--- config.mk ---
export PLATFORM = sky130hd
export DESIGN_NAME = rf_iw_pingpong
export DESIGN_NICKNAME = d
export VERILOG_FILES = /design/src/rtl/rf_pkg.sv /design/src/rtl/rf_bank.sv /design/src/rtl/rf_iw_pingpong.sv
export SDC_FILE = /design/constraint.sdc
export NUM_CORES = 1
export LEC_CHECK = 0
export BUFFER_PORTS_ARGS = -buffer_cell sky130_fd_sc_hd__buf_2
export CORE_ASPECT_RATIO = 0.7
export CORE_MARGIN = 4
export CORE_UTILIZATION = 50
export CTS_BUF_LIST = sky130_fd_sc_hd__clkbuf_16
export DETAILED_ROUTE_END_ITERATION = 16
export PLACE_DENSITY = 0.77
export RECOVER_POWER = 50
export SLEW_MARGIN = 10
export SYNTH_ARGS = -nofsm -noshare
export SYNTH_HDL_FRONTEND = slang
export SYNTH_HIERARCHICAL = 1
export SYNTH_SLANG_ARGS = --single-unit
--- constraint.sdc ---
create_clock -name clk -period 3.2 [get_ports clk]
set_clock_uncertainty 0.05 [all_clocks]
set_input_delay 0.32 -clock clk [delete_from_list [all_inputs] [get_ports clk]]
set_output_delay 0.32 -clock clk [all_outputs]
set_load 0.02 [all_outputs]
--- src/rtl/rf_pkg.sv ---
// Shared types for the ping-pong operand register file: per-bank state
// and the aggregate fill-level encoding.
package rf_pkg;

    typedef enum logic {
        BANK_EMPTY = 1'b0,
        BANK_FULL  = 1'b1
    } bank_state_e;

    typedef enum logic [1:0] {
        EMPTY2   = 2'd0,
        ONE_FULL = 2'd1,
        FULL2    = 2'd2
    } fill_level_e;

    // Number of banks currently holding a completed fill.
    function automatic fill_level_e fill_level_of(input bank_state_e b0, input bank_state_e b1);
        if (b0 == BANK_FULL && b1 == BANK_FULL) begin
            return FULL2;
        end else if (b0 == BANK_FULL || b1 == BANK_FULL) begin
            return ONE_FULL;
        end else begin
            return EMPTY2;
        end
    endfunction

endpackage

--- src/rtl/rf_bank.sv ---
// One operand bank: DEPTH words with synchronous write and a registered
// read port. Callers only strobe we/re with in-range addresses.
module rf_bank
    import rf_pkg::*;
#(
    parameter int DATA_BITWIDTH = 16,
    parameter int ADDR_BITWIDTH = 2,
    parameter int DEPTH         = 4
) (
    input  logic                     clk,
    input  logic                     reset,
    input  logic                     we,
    input  logic [ADDR_BITWIDTH-1:0] waddr,
    input  logic [DATA_BITWIDTH-1:0] wdata,
    input  logic                     re,
    input  logic [ADDR_BITWIDTH-1:0] raddr,
    output logic [DATA_BITWIDTH-1:0] rdata
);

    logic [DATA_BITWIDTH-1:0] mem_q [DEPTH];
    logic [DATA_BITWIDTH-1:0] rd_data_q;
    logic [DATA_BITWIDTH-1:0] rd_data_d;

    // Storage array write port.
    // NOTE: the array has no reset branch so it maps onto plain RAM/flops
    // without a reset tree; validity is tracked by the bank state instead.
    always_ff @(posedge clk) begin
        if (we) begin
            mem_q[waddr] <= wdata;
        end
    end

    // Read data holds unless a read is strobed.
    // NOTE: every always_comb output gets a default first so no path can
    // leave it unassigned and infer a latch.
    always_comb begin
        rd_data_d = rd_data_q;
        if (re) begin
            rd_data_d = mem_q[raddr];
        end
    end

    // Registered read port, cleared on reset so r_data starts at zero.
    // NOTE: sequential state is updated with non-blocking assignments so all
    // flops sample their inputs from the same pre-edge values.
    always_ff @(posedge clk or negedge reset) begin
        if (!reset) begin
            rd_data_q <= '0;
        end else begin
            rd_data_q <= rd_data_d;
        end
    end

    assign rdata = rd_data_q;

endmodule

--- src/rtl/rf_iw_pingpong.sv ---
// Double-buffered activation/weight register file. Hardware tracks which
// bank is being filled and which is being consumed; a bank flips to FULL on
// its w_last beat and back to EMPTY on r_release.
module rf_iw_pingpong
    import rf_pkg::*;
#(
    parameter int DATA_BITWIDTH = 16,
    parameter int ADDR_BITWIDTH = 2,
    parameter int DEPTH         = 4
) (
    input  logic                     clk,
    input  logic                     reset,
    input  logic                     w_valid,
    output logic                     w_ready,
    input  logic [ADDR_BITWIDTH-1:0] w_addr,
    input  logic [DATA_BITWIDTH-1:0] w_data,
    input  logic                     w_last,
    input  logic                     r_en,
    input  logic [ADDR_BITWIDTH-1:0] r_addr,
    input  logic                     r_release,
    output logic [DATA_BITWIDTH-1:0] r_data,
    output logic                     r_valid,
    output logic                     rd_bank_ready,
    output logic                     wr_bank,
    output logic                     rd_bank,
    output logic [1:0]               fill_level,
    output logic                     err_addr
);

    // One extra bit so DEPTH == 2**ADDR_BITWIDTH is representable.
    localparam logic [ADDR_BITWIDTH:0] DEPTH_LIM = (ADDR_BITWIDTH + 1)'(DEPTH);

    bank_state_e bank_q [2];
    bank_state_e bank_d [2];
    logic        wr_ptr_q, wr_ptr_d;
    logic        rd_ptr_q, rd_ptr_d;
    logic        rd_sel_q, rd_sel_d;    // bank that produced the current r_data
    logic        rd_zero_q, rd_zero_d;  // current r_data came from an out-of-range read
    logic        r_valid_q, r_valid_d;
    logic        err_q, err_d;

    logic        w_acc, r_acc, rel;
    logic        w_in_range, r_in_range;
    logic [1:0]  bank_we, bank_re;
    logic [DATA_BITWIDTH-1:0] bank_rdata [2];

    for (genvar i = 0; i < 2; i++) begin : g_bank
        rf_bank #(
            .DATA_BITWIDTH (DATA_BITWIDTH),
            .ADDR_BITWIDTH (ADDR_BITWIDTH),
            .DEPTH         (DEPTH)
        ) u_bank (
            .clk   (clk),
            .reset (reset),
            .we    (bank_we[i]),
            .waddr (w_addr),
            .wdata (w_data),
            .re    (bank_re[i]),
            .raddr (r_addr),
            .rdata (bank_rdata[i])
        );
    end

    // Controller state register; the partial fill is abandoned on reset.
    always_ff @(posedge clk or negedge reset) begin
        if (!reset) begin
            bank_q[0] <= BANK_EMPTY;
            bank_q[1] <= BANK_EMPTY;
            wr_ptr_q  <= 1'b0;
            rd_ptr_q  <= 1'b0;
            rd_sel_q  <= 1'b0;
            rd_zero_q <= 1'b0;
            r_valid_q <= 1'b0;
            err_q     <= 1'b0;
        end else begin
            bank_q    <= bank_d;
            wr_ptr_q  <= wr_ptr_d;
            rd_ptr_q  <= rd_ptr_d;
            rd_sel_q  <= rd_sel_d;
            rd_zero_q <= rd_zero_d;
            r_valid_q <= r_valid_d;
            err_q     <= err_d;
        end
    end

    // Next state: fill completion and release hit different banks (write
    // bank is EMPTY, read bank is FULL), so both may apply in one cycle.
    always_comb begin
        bank_d    = bank_q;
        wr_ptr_d  = wr_ptr_q;
        rd_ptr_d  = rd_ptr_q;
        rd_sel_d  = rd_sel_q;
        rd_zero_d = rd_zero_q;
        r_valid_d = r_acc;
        err_d     = err_q;
        if (w_acc && w_last) begin
            bank_d[wr_ptr_q] = BANK_FULL;
            wr_ptr_d         = ~wr_ptr_q;
        end
        if (rel) begin
            bank_d[rd_ptr_q] = BANK_EMPTY;
            rd_ptr_d         = ~rd_ptr_q;
        end
        // A read samples the pre-release pointer even if released this cycle.
        if (r_acc) begin
            rd_sel_d  = rd_ptr_q;
            rd_zero_d = !r_in_range;
        end
        if ((w_acc && !w_in_range) || (r_acc && !r_in_range)) begin
            err_d = 1'b1;
        end
    end

    // Handshake qualifiers, bank strobes and output muxing from state.
    always_comb begin
        w_ready       = (bank_q[wr_ptr_q] == BANK_EMPTY);
        rd_bank_ready = (bank_q[rd_ptr_q] == BANK_FULL);
        w_in_range    = ({1'b0, w_addr} < DEPTH_LIM);
        r_in_range    = ({1'b0, r_addr} < DEPTH_LIM);
        w_acc         = w_valid && w_ready;
        r_acc         = r_en && rd_bank_ready;
        rel           = r_release && rd_bank_ready;
        bank_we       = '0;
        bank_re       = '0;
        // Out-of-range beats are accepted but never reach the array.
        bank_we[wr_ptr_q] = w_acc && w_in_range;
        bank_re[rd_ptr_q] = r_acc && r_in_range;
        r_data        = rd_zero_q ? '0 : bank_rdata[rd_sel_q];
        r_valid       = r_valid_q;
        wr_bank       = wr_ptr_q;
        rd_bank       = rd_ptr_q;
        fill_level    = fill_level_of(bank_q[0], bank_q[1]);
        err_addr      = err_q;
    end

endmodule

# Word level (Yosys, flattened, before mapping)
# Memory sizes are Yosys's and may differ from the RTL's. A register that Yosys moved wholly into a read port is not among the register bits.
# Cells that the tools add are included.
dict set report classes {
  n_reduce_logical 12
  bitwise_logic 11
  muxes 25
  order_cmp 9
}
# op count
set op_table {}
lappend op_table {{$mux 16} 3}
lappend op_table {{$mux 1} 15}
lappend op_table {{$logic_and 1x1->1} 9}
lappend op_table {{$and 2x2->2} 3}
lappend op_table {{$ge 2x2->1 const B} 3}
lappend op_table {{$mux 2} 3}
lappend op_table {{$not 1->2} 3}
lappend op_table {{$demux 1 s1} 4}
lappend op_table {{$lt 1x2->1 const B} 2}
lappend op_table {{$lt 2x1->1 const B} 2}
lappend op_table {{$not 1->1} 3}
lappend op_table {{$ge 1x1->1 const B} 2}
lappend op_table {{$logic_not 1->1} 2}
lappend op_table {{$not 2->2} 1}
lappend op_table {{$or 2x2->2} 1}
lappend op_table {{$logic_or 1x1->1} 1}
dict set report word_totals {
  ram_bits 128
  mem_count 2
  ff_bits 6
  out_inout_bits 24
}
# name words word_bits read_ports rd_clocked_by_memory_dff wr line_no
set memory_table {}
lappend memory_table {{g_bank[0].u_bank.mem_q} 4 16 1 1 1 rf_bank.sv:20} ;# logic [DATA_BITWIDTH-1:0] mem_q [DEPTH];
lappend memory_table {{g_bank[1].u_bank.mem_q} 4 16 1 1 1 rf_bank.sv:20}

# Longest topological paths before layout
dict set report depth {
  depth_word 10
  depth_mapped 7
  mapped_depth_nobuf 4
}

# Hierarchy
# Netlist, hierarchy kept.
# module instances area_per_inst_um2 cells_per_inst
set modules_own_cells {}
lappend modules_own_cells {rf_bank 2 3101.7 159}
lappend modules_own_cells {rf_iw_pingpong 1 563.0 51}

# Least setup slack after synthesis
# OpenSTA, ideal clock, no wires.
dict set report synth_path {
  path_kind {reg2reg}
  from {register wr_ptr_q (netlist: wr_bank)}
  to {memory g_bank[1].u_bank.mem_q[0][0], enable pin}
  path_buffers 0
  slack_ps 536
  period_less_slack_ps 2664
  arrival_time_ps 2201
  path_stages_with_launch 4
  path_cell_list {dfrtp_1 inv_1 nor3b_1 nor3b_1}
}
dict set report synth_via {
  elab_chain_len 9
  word_cells_on_any_way 14
  cone_classes {2 x order compare; 7 x mux; 3 x bitwise; 2 x reduce/logical}
}
# item line_no
set synth_rtl {}
lappend synth_rtl {{from (decl)} rf_iw_pingpong.sv:35} ;# logic wr_ptr_q, wr_ptr_d;
lappend synth_rtl {{from (signal assigned)} rf_iw_pingpong.sv:77} ;# wr_ptr_q <= wr_ptr_d;
lappend synth_rtl {{parallel branches: the longest is 6 deep, another holds $lt 1x2->1} -}
lappend synth_rtl {{$and 2x2->2 (no source line) *} -}
lappend synth_rtl {{net bank_we[1]} rf_iw_pingpong.sv:44} ;# logic [1:0] bank_we, bank_re;
lappend synth_rtl {{$mux 1 *} rf_bank.sv:28} ;# if (we) begin
lappend synth_rtl {{$mux 1 (not written as such) *} rf_bank.sv:29} ;# mem_q[waddr] <= wdata;
lappend synth_rtl {{to (decl)} rf_bank.sv:20}
# Mark *: on every way through the listed nets, which the timed path passes. The select of a mux whose other input is x is not followed.

# Worst setup path in the final report
dict set report layout_path {
  from {register bank_q[0] (netlist name)}
  to {register g_bank[1].u_bank.rd_data_q[5] (read register of g_bank[1].u_bank.mem_q)}
}
dict set report layout_via {
  elab_chain_len 5
}
# item line_no
set layout_rtl {}
lappend layout_rtl {{from (decl)} rf_iw_pingpong.sv:33} ;# bank_state_e bank_q [2];
lappend layout_rtl {{from (signal assigned)} rf_iw_pingpong.sv:76} ;# bank_q <= bank_d;
lappend layout_rtl {{$mux 1 (not written as such) (3 in a row)} rf_iw_pingpong.sv:117} ;# rd_bank_ready = (bank_q[rd_ptr_q] == BANK_FULL);
lappend layout_rtl {{$logic_and 1x1->1} rf_iw_pingpong.sv:121} ;# r_acc = r_en && rd_bank_ready;
lappend layout_rtl {{$and 2x2->2 (no source line)} -}
lappend layout_rtl {{net bank_re[1]} rf_iw_pingpong.sv:44}
lappend layout_rtl {{to (decl)} rf_bank.sv:21} ;# logic [DATA_BITWIDTH-1:0] rd_data_q;
# The timed path passes the listed nets, and every way through them passes these cells. The select of a mux whose other input is x is not followed.
# A chain may end at the register's enable or synchronous reset.

==> summary.md <==
| Metric | Value |
|---|---|
| WL/cell | `20.7 um` |
| Crit-path max cell delay | `0.75 ns` |
| Antenna Violating Nets Remaining | `0` |
| Total grt overflow | `0` |
| Delay-heaviest family, CP | `simple AND/OR/NAND/NOR gates` |
| CTS Buf Count | `17` |
| List of most frequent post-synthesis cells | `edfxtp_1 (128), mux2i_1 (65), dfrtp_1 (38), nand2b_1 (24), o221ai_2 (20)` |
| Crit path buffers/inverters | `0` |
| Die area | `15,500 um2` |
| DP Area | `7100 um2` |
| Die width | `147 um` |
| I/O pins | `50` |
| Post-synth ARST share | `22.9%` |
| #FFs+latches synth | `166` |
| Unique masters post-synth | `32` |
| PD cells | `783 nW/um2` |
| Post-CTS Hold Buffers | `0` |
| Post-CTS Setup Inserts | `0` |
| Final net count | `453` |
| Die H | `105 um` |
| Worst slack at placement | `0.763 ns` |
| Worst Path Class, Setup | `reg -> reg` |
| Max transition margin | `-48.9%` |
| Slew of the pin with the lowest slew margin | `2.23 ns` |
| First-pass DRT Iterations | `5` |
| First-pass GRT wire length | `20,400 um` |
| CTS tree | `done` |
| Post-synthesis cell area | `6770 um2` |
| Critical-path top delay cell | `nand2b_1` |
| Crit path max fanout | `16` |
| Final Hold Viols | `0` |
| Mapped Nets | `396` |
| Post-CTS Resized | `0` |
| Routed WL | `12,900 um` |
| Status | `finished with violations` |
| Initial antenna violation count | `0` |
| Post-synth top area cell | `edfxtp_1` |
| Sink Count | `166` |
| EDFF count, synth | `128` |
| Routability congestion estimate | `0.769` |
| Core area | `13,200 um2` |
| Hold crit path type | `in -> reg` |
| ANT cells | `0` |
| Setup Total Neg Slack | `0 ns` |
| VDD IR max | `0.536 mV` |
| Ys flop type | `edfxtp_1` |
| DRT iter0 DRCs | `217` |
| Fin area | `7600 um2` |
| Final period utilization | `78.2%` |
| Via count | `3,396` |
| Drc violations | `0` |
| WP data arrival | `2.75 ns` |
| CP Data Required Time | `3.45 ns` |
| Count of pins over their slew limit | `39` |
| Vias per cell | `5.44` |
| Static Leak | `2.85 nW` |
| Syn Area/Cell | `18.3 um2` |
| H-tree depth | `4` |
| Final worst slack | `0.698 ns` |
| Final core utilization | `57.7%` |
| Minimum clock period after layout | `2.50 ns` |
| RSZ-0062 raised after global routing | `false` |
| Failing checks | `capacitance limit, slew limit` |
| Fmax | `400 MHz` |
| Seq/Total Area, Yosys | `70.9%` |
| Port bufs | `48` |
| Clock Pin Slew Worst Setup and Hold Paths | `0.07 ns` |
| Root buf cell | `clkbuf_16` |
| Worst path cell trace | `nand2_1 -> nor2_1 -> nand2b_1 -> o221ai_1` |
| Skew-Pair Late Insertion Delay | `0.42 ns` |
| Area contributors post-synth | `edfxtp_1 (57%), dfrtp_1 (14%), mux2i_1 (9.6%)` |
| Most common cell in the netlist | `edfxtp_1` |
| Hpwl dp | `7840 um` |
| Vias in the first global route | `3,563` |
| CP Launch Type | `flop` |
| Cells after Synth | `369` |
| Clk buf depth | `2` |
| Largest net degree at the start of global routing | `41` |
| Setup Viol. Count Final | `0` |
| Cell Rows | `35` |
| Max Cap Violations | `1` |
| Synth Warn # | `6` |
| Layout cells sized above 1 | `26.9%` |
| Area grow syn2layout | `12.3%` |
| Initial core utilization | `51.3%` |
| Share of Yosys cell area claimed by the top area cell type | `56.8%` |
| Critical Path End Type | `flop` |
| Tot GR Track Use | `17.7%` |
==> worst register-to-register path: stages, from the launching register on <==
cell,delay (ns)
dfrtp_1,0.51
nand2_1,0.14
nor2_1,0.52
nand2b_1,0.75
o221ai_1,0.42
==> state kept, by name, summed over array words and instances (netlist names) <==
| register | cells |
|---|---|
| bank_q | 2 |
| g_bank.u_bank/mem_q | 128 |
| g_bank.u_bank/rdata | 32 |
| r_valid | 1 |
| rd_bank | 1 |
| rd_sel_q | 1 |
| wr_bank | 1 |
==> power by group <==
part	internal, mW	total [mW]	switching, mW
Sequential	2.64	2.85	0.220
Combinational	0.574	1.29	0.714
Clock	0.993	1.81	0.814
Total	4.20	5.95	1.75
==> cells by family (layout without fill, tap and decap cells) <==
kind of cell               count (synthesis)  in the layout  synth area share [%]
AOI/OAI and AO/OA                         41             41                  6.92
adders and majority gates                  1              1                 0.185
buffers and inverters                     22             92                  3.68
DFF                                      166            166                  70.9
muxes                                     81             81                  12.8
other                                      1              1                0.0554
and+or+nand+nor                           57             57                  5.53
==> cells in the final DEF (no fill, tap or decap), drive strengths merged <==
master and count:
inv 6, nand3 1, nand3b 1, nor3b 4
buf 36, mux2i 65, o221ai 32, a22o 1
nor2 4, dfrtp 38, mux2 16, a31oi 3
edfxtp 128, clkinvlp 3, and3 2, a2bb2oi 1
ha 1, and3b 2, conb 1, nand2b 36
nand2 7, clkinv 8, a21oi 2, o2bb2ai 1
a21o 1, clkbuf 39
==> final cells by class <==
type	instances	area (um2)
fill	984	5580
inverter	2	7.51
clock buffer	17	425
timing repair buffer	58	303
clock inverter	15	106
tap	185	231
sequential	166	4790
multi-input combinational	181	1730
==> per-layer routing <==
metal / share of wire (%) / vias to the layer above / track usage, %
li1: - / 1556 / -
met5: 0 / - / 0
met3: 4.7 / 14 / 5.11
met4: 1.4 / 0 / 5.98
met2: 49 / 92 / 27.8
met1: 45 / 1734 / 23.9
==> worst paths after layout <==
path	cells past startpoint	from	slack, ns	to
max reg2reg	4	bank_q[0]	0.70	g_bank[1].u_bank/rdata[5]
min	2	r_release	0.09	bank_q[0]
min reg2reg	2	g_bank[0].u_bank/rdata[12]	0.45	g_bank[0].u_bank/rdata[12]
max in group asynchronous	1	reset	1.31	g_bank[0].u_bank/rdata[9]
min in group asynchronous	1	reset	0.52	wr_bank
max	4	bank_q[0]	0.70	g_bank[1].u_bank/rdata[5]
==> stage by stage <==
stage	instances	hold WS (ns)	power, mW
4_1_cts	624	0.0189	6.01
3_3_place_gp	592	0.425	4.15
6_report	624	0.0873	5.95
3_5_place_dp	592	0.428	4.20
2_1_floorplan	369	-0.0256	3.81
5_1_grt	624	0.0730	6.24
(Power assumes the default switching activity.)
